File: config.mk
export PLATFORM = sky130hd
export DESIGN_NAME = hazard_scoreboard
export DESIGN_NICKNAME = d
export VERILOG_FILES = /design/src/rtl/hazard_scoreboard.sv
export SDC_FILE = /design/constraint.sdc
export NUM_CORES = 1
export LEC_CHECK = 0
export ABC_AREA = 1
export CAP_MARGIN = 10
export CORE_MARGIN = 4
export CORE_UTILIZATION = 40
export CTS_BUF_LIST = sky130_fd_sc_hd__clkbuf_4 sky130_fd_sc_hd__clkbuf_8
export DETAILED_ROUTE_END_ITERATION = 10
export HOLD_SLACK_MARGIN = 0.06
export PLACE_DENSITY_LB_ADDON = 0.2
export SYNTH_ARGS = -nofsm -noshare
export SYNTH_HDL_FRONTEND = slang
export SYNTH_SLANG_ARGS = --single-unit
File: constraint.sdc
create_clock -name clk -period 1 [get_ports clk]
set_clock_uncertainty 0.05 [all_clocks]
set_input_delay 0.15 -clock clk [delete_from_list [all_inputs] [get_ports clk]]
set_output_delay 0.15 -clock clk [all_outputs]
set_load 0.005 [all_outputs]
File: src/rtl/hazard_scoreboard.sv
`default_nettype none
// ============================================================================
// Module   : hazard_scoreboard
// Purpose  : Decode-stage RAW hazard scoreboard with branch squash window.
//            Optional stall statistics counter enabled by HAZARD_STATS_EN.
// Revision : 1.0 - initial release
// ============================================================================
module hazard_scoreboard #(
    parameter int REG_AW     = 3,
    parameter int PIPE_DEPTH = 2,
    parameter int BR_BUBBLES = 2
) (
    input  logic              clk,
    input  logic              rst_n,
    input  logic              issue,
    input  logic [REG_AW-1:0] AA,
    input  logic [REG_AW-1:0] BA,
    input  logic [REG_AW-1:0] DA,
    input  logic              RW,
    input  logic              MA,
    input  logic              MB,
    input  logic [1:0]        BS,
    output logic              stall,
    output logic              DHS,
    output logic              flush,
    output logic              hazard_a,
    output logic              hazard_b
`ifdef HAZARD_STATS_EN
   ,output logic [15:0]       stall_cnt
`endif
);

    localparam int CNT_W = (BR_BUBBLES > 1) ? $clog2(BR_BUBBLES) : 1;
    localparam logic [CNT_W-1:0] c_cnt_load = CNT_W'(BR_BUBBLES - 1);

    typedef enum logic [0:0] {
        IDLE   = 1'b0,
        BRANCH = 1'b1
    } state_t;

    state_t             r_state;
    state_t             w_state_nxt;
    logic [CNT_W-1:0]   r_cnt;
    logic [CNT_W-1:0]   w_cnt_nxt;
    logic [PIPE_DEPTH-1:0] r_v;
    logic [REG_AW-1:0]  r_dst [PIPE_DEPTH];
    logic               w_idle;
    logic               w_accept;
    logic               w_match_a;
    logic               w_match_b;

    assign w_idle = (r_state == IDLE);

    always_comb begin
        w_match_a = 1'b0;
        w_match_b = 1'b0;
        for (int k = 0; k < PIPE_DEPTH; k++) begin
            if (r_v[k] && (r_dst[k] == AA)) w_match_a = 1'b1;
            if (r_v[k] && (r_dst[k] == BA)) w_match_b = 1'b1;
        end
    end

    // Register 0 is hardwired, so it never produces a hazard.
    assign hazard_a = issue & w_idle & ~MA & (AA != '0) & w_match_a;
    assign hazard_b = issue & w_idle & ~MB & (BA != '0) & w_match_b;
    assign stall    = hazard_a | hazard_b;
    assign DHS      = ~stall;
    assign w_accept = issue & ~stall & w_idle;
    assign flush    = (r_state == BRANCH);

    // Scoreboard keeps shifting while stalled; stalled slots enter as bubbles.
    always_ff @(posedge clk or negedge rst_n) begin
        if (!rst_n) begin
            r_v <= '0;
            for (int k = 0; k < PIPE_DEPTH; k++) r_dst[k] <= '0;
        end else begin
            for (int k = PIPE_DEPTH - 1; k > 0; k--) begin
                r_v[k]   <= r_v[k-1];
                r_dst[k] <= r_dst[k-1];
            end
            r_v[0]   <= w_accept & RW & (DA != '0);
            r_dst[0] <= DA;
        end
    end

    always_comb begin
        w_state_nxt = r_state;
        w_cnt_nxt   = r_cnt;
        case (r_state)
            IDLE: begin
                if (w_accept && (BS != 2'b00)) begin
                    w_state_nxt = BRANCH;
                    w_cnt_nxt   = c_cnt_load;
                end
            end
            BRANCH: begin
                if (r_cnt == '0) w_state_nxt = IDLE;
                else             w_cnt_nxt   = r_cnt - 1'b1;
            end
            default: begin
                w_state_nxt = IDLE;
                w_cnt_nxt   = '0;
            end
        endcase
    end

    always_ff @(posedge clk or negedge rst_n) begin
        if (!rst_n) begin
            r_state <= IDLE;
            r_cnt   <= '0;
        end else begin
            r_state <= w_state_nxt;
            r_cnt   <= w_cnt_nxt;
        end
    end

`ifdef HAZARD_STATS_EN
    logic [15:0] r_stall_cnt;

    always_ff @(posedge clk or negedge rst_n) begin
        if (!rst_n)                              r_stall_cnt <= '0;
        else if (stall && (r_stall_cnt != 16'hFFFF)) r_stall_cnt <= r_stall_cnt + 16'd1;
    end

    assign stall_cnt = r_stall_cnt;
`endif

endmodule
`default_nettype wire
==> impl_metrics.env <==
export IMPL_crit_fanout=3
export IMPL_placed_cells=129
export IMPL_final_cell_mix="nand2_1, clkdlybuf4s50_1, nor2_1, dfrtp_1"
export IMPL_initial_core_util_pct=43.8
export IMPL_fmax_ghz=0.628
export IMPL_period_minus_slack_ns=1.59
export IMPL_initialDrtViolationCount=8
export IMPL_worst_pin_slew_ns=0.408
export IMPL_gp_congestion=0.849
export IMPL_ys_seq_area_share_pct=42.8
export IMPL_synth_nets=104
export IMPL_cap_violations=0
export IMPL_required_ns=0.80
export IMPL_core_mm2=0.00133
export IMPL_violations="negative setup slack"
export IMPL_postRouteAntennaNets=0
export IMPL_die_w_um=46.2
export IMPL_hold_viol=0
export IMPL_grt_setup_unrepaired="true"
export IMPL_area_delta_synth_final_pct=71.3
export IMPL_drcViolationCount=0
export IMPL_grt_total_usage_pct=14.1
export IMPL_layout_commonest_cell="nand2_1"
export IMPL_synthCells=87
export IMPL_ys_warnings_count=0
export IMPL_path_class="flip-flop to primary output"
export IMPL_grt_ovfl_total=0
export IMPL_start_kind="flip-flop"
export IMPL_ys_ff_latch=10
export IMPL_cts_root_buf="clkbuf_4"
export IMPL_cts_tree="built"
export IMPL_status="finished, violations left"
export IMPL_nets=143
export IMPL_num_fill_cells=101
export IMPL_viasPerCell=4.49
export IMPL_antennaDiodeCount=0
export IMPL_syn_mean_instance_area_um2=6.72
export IMPL_period_share_pct=159
export IMPL_rows=13
export IMPL_port_buffers=21
export IMPL_cp_end_kind="primary output"
export IMPL_grt_pass1_wl_mm=2.14
export IMPL_finalSetupViolCount=8
export IMPL_ir_drop_v=0.00113
export IMPL_stdcell_count=140
export IMPL_clk_pin_slew_ns=0.06
export IMPL_p_per_area_mw_per_mm2=1340
export IMPL_dieArea_mm2=0.00214
export IMPL_syn_area_um2=584
export IMPL_drt_wl_total_mm=1.42
export IMPL_wl_per_cell_um=10.1
export IMPL_grt_pass1_vias=550
export IMPL_utilization_pct=75.0
export IMPL_antenna_found_initial=0
export IMPL_cts_inserted_buffers=3
export IMPL_grt_max_degree=11
export IMPL_clkLatencyLatePin_ns=0.26
export IMPL_setup_tns_ns=-3.67
export IMPL_p_leak_nw=0.551
export IMPL_drive_gt1_share_pct=34.4
export IMPL_max_slew_margin_pct=72.6
export IMPL_htreeDepth=1
export IMPL_dieHeight_um=46.2
export IMPL_hold_worst_slack_ns=0.117
export IMPL_cts_max_path_buffers=2
export IMPL_dp_hpwl_mm=1.09
export IMPL_synth_cell_types=15
export IMPL_dr_total_vias=628
export IMPL_drv_slew=0
export IMPL_hp_class="input pin to async pin"
export IMPL_ctsHoldBuffers=0
export IMPL_fin_ws_ns=-0.594
export IMPL_drtPass1Iterations=4
export IMPL_cts_sinks=10
export IMPL_pin_count=22
export IMPL_cp_arrival_ns=1.39
==> final cells by class <==
cell class / instances / area [um2] / share of cell area [%]
multi-input combinational: 61 / 324 / 32.4
timing repair buffer: 34 / 312 / 31.1
sequential: 10 / 250 / 25.0
inverter: 16 / 60.1 / 6.00
clock buffer: 4 / 36.3 / 3.62
tap: 15 / 18.8 / 1.88
==> per-layer routing <==
metal	up-vias	track usage, %	share of wire [%]
met5	-	0	0
li1	335	-	-
met2	14	21.7	53
met3	4	2.34	5.8
met4	0	8.52	2.2
met1	275	18.3	39
==> worst max-delay path, stage by stage, from the launching register on <==
cell,delay (ns)
dfrtp_1,0.39
buf_4,0.15
xnor2_2,0.13
nand3_1,0.09
nand2_1,0.07
nand2_2,0.08
nand2_4,0.09
inv_2,0.04
buf_6,0.10
==> cell families (layout without fill, tap and decap cells) <==
kind of cell           Yosys count  in the layout  synth area share, %
AND/OR/NAND/NOR                 57             57                 42.0
AO/OA/AOI/OAI                    3              3                 3.43
XOR/XNOR                         1              1                 1.50
buffers and inverters           16             54                 10.3
flip-flops                      10             10                 42.8
==> sequential cells by signal, summed over array words and instances (netlist names) <==
| signal | count |
|---|---|
| r_cnt | 1 |
| flush | 1 |
| r_dst | 6 |
| r_v | 2 |
==> per-stage QoR <==
step                instance area [um2]  total power [mW]  setup WS, ns
detailed placement                  876             0.938        -0.962
global placement                    876             0.929        -0.950
global route                       1000              1.44        -0.717
CTS                                 947              1.33        -0.648
finish                             1000              1.34        -0.594
floorplan                           602             0.694        -0.125
==> report_power, final <==
group | leakage (nW) | internal, mW | switching [mW]
clock network | 0.0210 | 0.220 | 0.124
logic | 0.409 | 0.275 | 0.205
registers | 0.121 | 0.469 | 0.0444
total | 0.551 | 0.965 | 0.374
==> final timing paths <==
path	start	endpoint	slack, ns	cells past startpoint
min reg2reg	r_v[0]$_DFF_PN0_	r_v[1]$_DFF_PN0_	0.37	0
max	r_dst[5]$_DFF_PN0_	DHS	-0.59	8
max in group asynchronous	rst_n	r_dst[1]$_DFF_PN0_	0.65	2
max reg2reg	r_dst[5]$_DFF_PN0_	r_v[0]$_DFF_PN0_	-0.52	10
min in group clk	DA[2]	r_dst[5]$_DFF_PN0_	0.32	1
min	rst_n	r_v[0]$_DFF_PN0_	0.12	2
==> Yosys cell counts <==
master / count / area [um2]
or2_2: 1 / 6.26
nor3_2: 1 / 10.0
xnor2_1: 1 / 8.76
nand2_2: 3 / 18.8
dfrtp_1: 10 / 250
nor3_1: 4 / 20.0
nand2_1: 35 / 131
inv_1: 15 / 56.3
inv_2: 1 / 3.75
nand3_1: 1 / 5.00
o31ai_1: 1 / 7.51
o21ai_0: 1 / 5.00
a21boi_0: 1 / 7.51
nor2_1: 11 / 41.3
nand4_2: 1 / 12.5
==> repair_timing <==
action / CTS / global route
endpoints found under the setup margin: 8 / 8
resized for setup: 36 / 8
buffers inserted: 4 / 3
pin swaps: 12 / 7
No activity file was read; power rests on OpenSTA's default activity.
